$ cat config.mk
export PLATFORM = sky130hd
export DESIGN_NAME = chisq_unit_scheduler
export DESIGN_NICKNAME = d
export VERILOG_FILES = /design/src/rtl/chisq_unit_scheduler.sv
export SDC_FILE = /design/constraint.sdc
export NUM_CORES = 1
export LEC_CHECK = 0
export ABC_AREA = 1
export BUFFER_PORTS_ARGS = -buffer_cell sky130_fd_sc_hd__buf_2
export CORE_ASPECT_RATIO = 1.4
export CORE_MARGIN = 5
export CORE_UTILIZATION = 24
export CTS_CLUSTER_DIAMETER = 100
export DETAILED_ROUTE_END_ITERATION = 8
export GPL_TIMING_DRIVEN = 0
export MAX_ROUTING_LAYER = met4
export PLACE_DENSITY = 0.45
export SYNTH_ARGS = -nofsm -noshare
export SYNTH_HDL_FRONTEND = slang
export SYNTH_SLANG_ARGS = --single-unit
$ cat constraint.sdc
create_clock -name clock -period 5.4 [get_ports clock]
set_clock_uncertainty 0.15 [all_clocks]
set_input_delay 1.35 -clock clock [delete_from_list [all_inputs] [get_ports clock]]
set_output_delay 1.35 -clock clock [all_outputs]
set_load 0.005 [all_outputs]
$ cat src/rtl/chisq_unit_scheduler.sv
// Event scheduler for three chi-square fit units.
// The input side hands each new event to a free unit in round-robin order and
// streams its hit words there. The output side returns results strictly in
// event-issue order, using a small FIFO of unit IDs recorded at assignment.
//
//   state  | meaning
//   -------+------------------------------------------------------------
//   ASSIGN | looking for a free unit (search uses registered busy only)
//   STREAM | hit words flow to sel_unit_in until ev_last is seen
module chisq_unit_scheduler (
  input  logic       clock,
  input  logic       reset,
  input  logic       ev_in,
  input  logic       ev_last,
  output logic       in_ready,
  output logic [1:0] sel_unit_in,
  output logic [2:0] unit_start,
  input  logic [2:0] unit_done,
  output logic [2:0] unit_ack,
  output logic [1:0] sel_unit_out,
  output logic       out_valid,
  input  logic       out_ready,
  output logic [2:0] busy,
  output logic       err_done
);

  typedef enum logic {
    ASSIGN = 1'b0,
    STREAM = 1'b1
  } state_t;

  state_t     state_q, state_d;
  logic [1:0] rr_q, rr_d;
  logic [1:0] sel_in_q, sel_in_d;
  logic [2:0] start_q, start_d;
  logic [2:0] busy_q, busy_d;
  logic       err_q, err_d;

  // Order queue: unit IDs in the order their events were issued.
  logic [1:0] fifo_q [3];
  logic [1:0] fifo_d [3];
  logic [1:0] rd_ptr_q, rd_ptr_d;
  logic [1:0] wr_ptr_q, wr_ptr_d;
  logic [1:0] count_q, count_d;

  logic       found;
  logic [1:0] free_unit;
  logic [1:0] cand;
  logic       push;
  logic [1:0] head;
  logic       head_done;
  logic       xfer;

  function automatic logic [2:0] onehot3(input logic [1:0] u);
    case (u)
      2'd0:    onehot3 = 3'b001;
      2'd1:    onehot3 = 3'b010;
      2'd2:    onehot3 = 3'b100;
      default: onehot3 = 3'b000;
    endcase
  endfunction

  function automatic logic [1:0] inc3(input logic [1:0] u);
    inc3 = (u == 2'd2) ? 2'd0 : u + 2'd1;
  endfunction

  // Round-robin search for a free unit, starting at rr.
  always_comb begin
    found     = 1'b0;
    free_unit = 2'd0;
    cand      = rr_q;
    for (int k = 0; k < 3; k++) begin
      if (!found && ((busy_q & onehot3(cand)) == 3'b000)) begin
        found     = 1'b1;
        free_unit = cand;
      end
      cand = inc3(cand);
    end
  end

  // Queue head and output handshake; no transfer is allowed while reset is
  // asserted so an abandoned result is never acknowledged.
  always_comb begin
    head = 2'd0;
    for (int k = 0; k < 3; k++) begin
      if (rd_ptr_q == k[1:0]) head = fifo_q[k];
    end
    head_done = (count_q != 2'd0) && ((unit_done & onehot3(head)) != 3'b000);
    xfer      = head_done && out_ready && !reset;
  end

  // Input FSM next-state and assignment decisions.
  always_comb begin
    state_d  = state_q;
    rr_d     = rr_q;
    sel_in_d = sel_in_q;
    start_d  = 3'b000;
    push     = 1'b0;
    case (state_q)
      ASSIGN: begin
        if (found) begin
          sel_in_d = free_unit;
          start_d  = onehot3(free_unit);
          push     = 1'b1;
          state_d  = STREAM;
        end
      end
      STREAM: begin
        if (ev_in && ev_last) begin
          rr_d    = inc3(sel_in_q);
          state_d = ASSIGN;
        end
      end
      default: state_d = ASSIGN;
    endcase
  end

  // Occupancy, order queue and error flag bookkeeping.
  always_comb begin
    busy_d = busy_q;
    if (push) busy_d = busy_d | onehot3(free_unit);
    if (xfer) busy_d = busy_d & ~onehot3(head);

    for (int k = 0; k < 3; k++) begin
      fifo_d[k] = fifo_q[k];
      if (push && (wr_ptr_q == k[1:0])) fifo_d[k] = free_unit;
    end
    wr_ptr_d = push ? inc3(wr_ptr_q) : wr_ptr_q;
    rd_ptr_d = xfer ? inc3(rd_ptr_q) : rd_ptr_q;
    count_d  = count_q + {1'b0, push} - {1'b0, xfer};

    err_d = err_q | ((unit_done & ~busy_q) != 3'b000);
  end

  // FSM state register.
  always_ff @(posedge clock) begin
    if (reset) begin
      state_q  <= ASSIGN;
      rr_q     <= 2'd0;
      sel_in_q <= 2'd0;
      start_q  <= 3'b000;
    end else begin
      state_q  <= state_d;
      rr_q     <= rr_d;
      sel_in_q <= sel_in_d;
      start_q  <= start_d;
    end
  end

  // Occupancy, queue and error registers.
  always_ff @(posedge clock) begin
    if (reset) begin
      busy_q   <= 3'b000;
      rd_ptr_q <= 2'd0;
      wr_ptr_q <= 2'd0;
      count_q  <= 2'd0;
      err_q    <= 1'b0;
      for (int k = 0; k < 3; k++) fifo_q[k] <= 2'd0;
    end else begin
      busy_q   <= busy_d;
      rd_ptr_q <= rd_ptr_d;
      wr_ptr_q <= wr_ptr_d;
      count_q  <= count_d;
      err_q    <= err_d;
      for (int k = 0; k < 3; k++) fifo_q[k] <= fifo_d[k];
    end
  end

  assign in_ready     = (state_q == STREAM);
  assign sel_unit_in  = sel_in_q;
  assign unit_start   = start_q;
  assign busy         = busy_q;
  assign err_done     = err_q;
  assign sel_unit_out = (count_q != 2'd0) ? head : 2'd0;
  assign out_valid    = head_done;
  assign unit_ack     = xfer ? onehot3(head) : 3'b000;

  // Structural invariants: selects never 11, pulses one-hot, queue never
  // pushed while full without a simultaneous pop.
  a_sel_in_legal: assert property (@(posedge clock) disable iff (reset)
    sel_unit_in != 2'b11);
  a_sel_out_legal: assert property (@(posedge clock) disable iff (reset)
    sel_unit_out != 2'b11);
  a_start_onehot: assert property (@(posedge clock) disable iff (reset)
    $onehot0(unit_start));
  a_ack_onehot: assert property (@(posedge clock) disable iff (reset)
    $onehot0(unit_ack));
  a_no_overflow: assert property (@(posedge clock) disable iff (reset)
    push |-> (count_q != 2'd3 || xfer));

endmodule

==> impl_results.md <==
- Status: complete, no violations
- CTS max path bufs: 2
- Area grow syn2layout: 18.0%
- Port Buffers: 22
- Unrepaired setup endpoints after global routing: false
- Min-Delay Path Class: reg2reg
- WP data arrival: 2480 ps
- Vias: 1264
- Routed Antenna Nets: 0
- N_diodes: 0
- Slowest CP cell: clkbuf_1
- Via density: 4.33
- Worst Max-Slew Pin Slew: 511 ps
- Synth cell count leaders: nand2_1, inv_1, nor2_1
- Sw Pwr: 156 uW
- YS warnings: 0
- Critical R2R Launch: rd_ptr_q[0]
- Final hold vios: 0
- Die Span Y: 100 um
- Final nets: 235
- Drt drc: 0
- Post-synth EDFFs: 0
- Leak: 0.854 nW
- First-pass GRT wire length: 5960 um
- P_int: 304 uW
- Post CTS Setup Buffer Count: 0
- Placed Cells incl. Taps: 288
- Post-synth top area cell: dfxtp_1
- Initial antenna violation count: 0
- Flop-to-flop setup slack: 2950 ps
- Setup violators final: 0
- Hold path startpoint: count_q[1]
- Req. time, crit path: 3900 ps
- Comb power frac: 27.6%
- Fin. max-slew vios: 0
- Io pins: 24
- CP Capture Type: output pin
- Hold-critical path depth: 1
- Gr ovfl total: 0
- TritonCTS Sinks: 24
- Full die area: 7450 um2
- Number of CTS-inserted buffers: 3
- CTS root buf: clkbuf_8
- Startpoint Class: primary input
- Vias in the first global route: 1291
- Switch share: 33.8%
- Hold buffers post-CTS: 0
- CTS tree: yes
- Synth Flop Type: dfxtp_1
- Clock-pin slew on the worst setup and hold paths: 90 ps
- Total wire length: 3470 um
- Flop pwr share: 45.3%
- GP Congestion: 0.790
- Count of non-filler cells in the finished layout: 292
- DP Wirelength: 2770 um
- Final worst-path cycle share: 73.7%
- Post-synthesis sequential area ratio: 34.5%
- Die X-Extent: 74.4 um
- Post-synthesis instance total: 198
- VDD IR-drop max: 0.0000841 V
- Fraction of layout cells with a size suffix above 1: 22.8%
- Syn nets: 208
- TNS Setup: 0 ps
- H-tree Lvls: 1
- Top post-synthesis cells by area: dfxtp_1, nand2_1, inv_1, nor2_1, nand3_1
- Max incr delay on CP: 390 ps
- Netlist cell types: 28
- FF-to-FF path depth: 15
- GRT Util Overall: 10.6%
- Largest net degree at the start of global routing: 14
- Cell Pwr Density: 280 nW/um2
- Clock power share: 27.1%
- Starting Density: 25.0%
- Core area: 5570 um2
- Share of the synthesized area in the top cell type: 34.5%
- # resized after CTS: 0
- Worst-path cell chain: clkbuf_1, inv_1, nand4_1, nor2_1, buf_2
- Syn_area_per_cell: 7.04 um2
- Row cnt: 32
- Starting DRT DRC Count: 36
- Setup crit start: reset
- FF-to-FF End: count_q[1]
- Cell Area, Synth: 1390 um2
- FMAX: 251 MHz
- Worst Path Max Fanout: 10
- Pwr Total: 460 uW
- Most common cell in the netlist: nand2_1
- Fin crit period: 3980 ps
- DR WL/cell: 11.9 um
- Maxcap violations: 0
- Seq cells post-synth: 24
- Async SR Flop Fraction: 0%
- WS Path Type: in2out
- Worst-skew pair later-pin latency: 270 ps
- WHS Endpoint: count_q[1]
- Slew Limit Headroom: 65.9%
- Drt first pass iters: 4
==> cell type report <==
| cell class | instances | area, um2 |
|---|---|---|
| timing repair buffer | 22 | 110 |
| buffer | 3 | 28.8 |
| fill | 617 | 3920 |
| tap | 68 | 85.1 |
| sequential | 24 | 480 |
| inverter | 36 | 145 |
| clock buffer | 4 | 55.1 |
| multi-input combinational | 135 | 739 |
==> metal layers <==
metal | vias to the layer above | share of wire (%) | GRT usage [%]
met2 | 13 | 54 | 18.6
met1 | 571 | 42 | 12.1
li1 | 678 | - | -
met4 | 0 | 0.66 | 3.29
met5 | - | 0 | -
met3 | 2 | 3.2 | 1.60
==> logic make-up (layout without fill, tap and decap cells) <==
family,count (synthesis),in the layout,synth area share (%)
buffers and inverters,39,65,12.5
adders and majority gates,2,2,1.80
and+or+nand+nor,111,111,42.3
DFF,24,24,34.5
xor gates and xnor gates,1,1,0.628
AOI/OAI and AO/OA,21,21,8.35
==> power groups by stage <==
stage,Combinational [mW],Sequential (mW),Clock [mW]
after floorplan,0.0930,0.210,0
after global placement,0.128,0.213,0
after detailed placement,0.128,0.213,0
after CTS,0.129,0.208,0.130
after global routing,0.149,0.211,0.137
final,0.127,0.208,0.125
==> worst max-delay path by stage <==
stage | to | slack, ps
after floorplan | unit_ack[0] | 1890
after global placement | unit_ack[0] | 1380
after detailed placement | unit_ack[0] | 1390
after CTS | unit_ack[0] | 1370
after global routing | unit_ack[1] | 1260
final | unit_ack[0] | 1420
==> critical path, delay by kind of cell <==
family | cells | cell delay [ps]
buf+inv | 3 | 780
simple gates | 2 | 360
==> flip-flops by register name (all words and copies together), names as in the netlist <==
name	cells
busy	3
count_q	2
err_done	1
fifo_q	6
in_ready	1
rd_ptr_q	2
rr_q	2
sel_unit_in	2
unit_start	3
wr_ptr_q	2
==> cell usage in the layout (no fill, tap or decap), drive strengths merged <==
cell type and n:
buf 23, a211oi 1, nand3 25, o22ai 2, a21oi 10, o21bai 1, nor4 1, nand2 46
ha 2, nor2 33, inv 36, a221oi 1, clkbuf 6, nand4 6, dfxtp 24, xor2 1
o21ai 6
==> per-stage QoR <==
| stage | utilization [%] | setup WS, ps | hold slack [ps] | instance area, um2 |
|---|---|---|---|---|
| after detailed placement | 28.6 | 1390 | 299 | 1590 |
| final | 29.5 | 1420 | 318 | 1640 |
| after CTS | 29.5 | 1370 | 315 | 1640 |
| after floorplan | - | 1890 | 273 | 1390 |
| after global placement | 28.6 | 1380 | 298 | 1590 |
| after global routing | 29.5 | 1260 | 358 | 1640 |
Note: power is estimated with default switching activity, not from simulation.
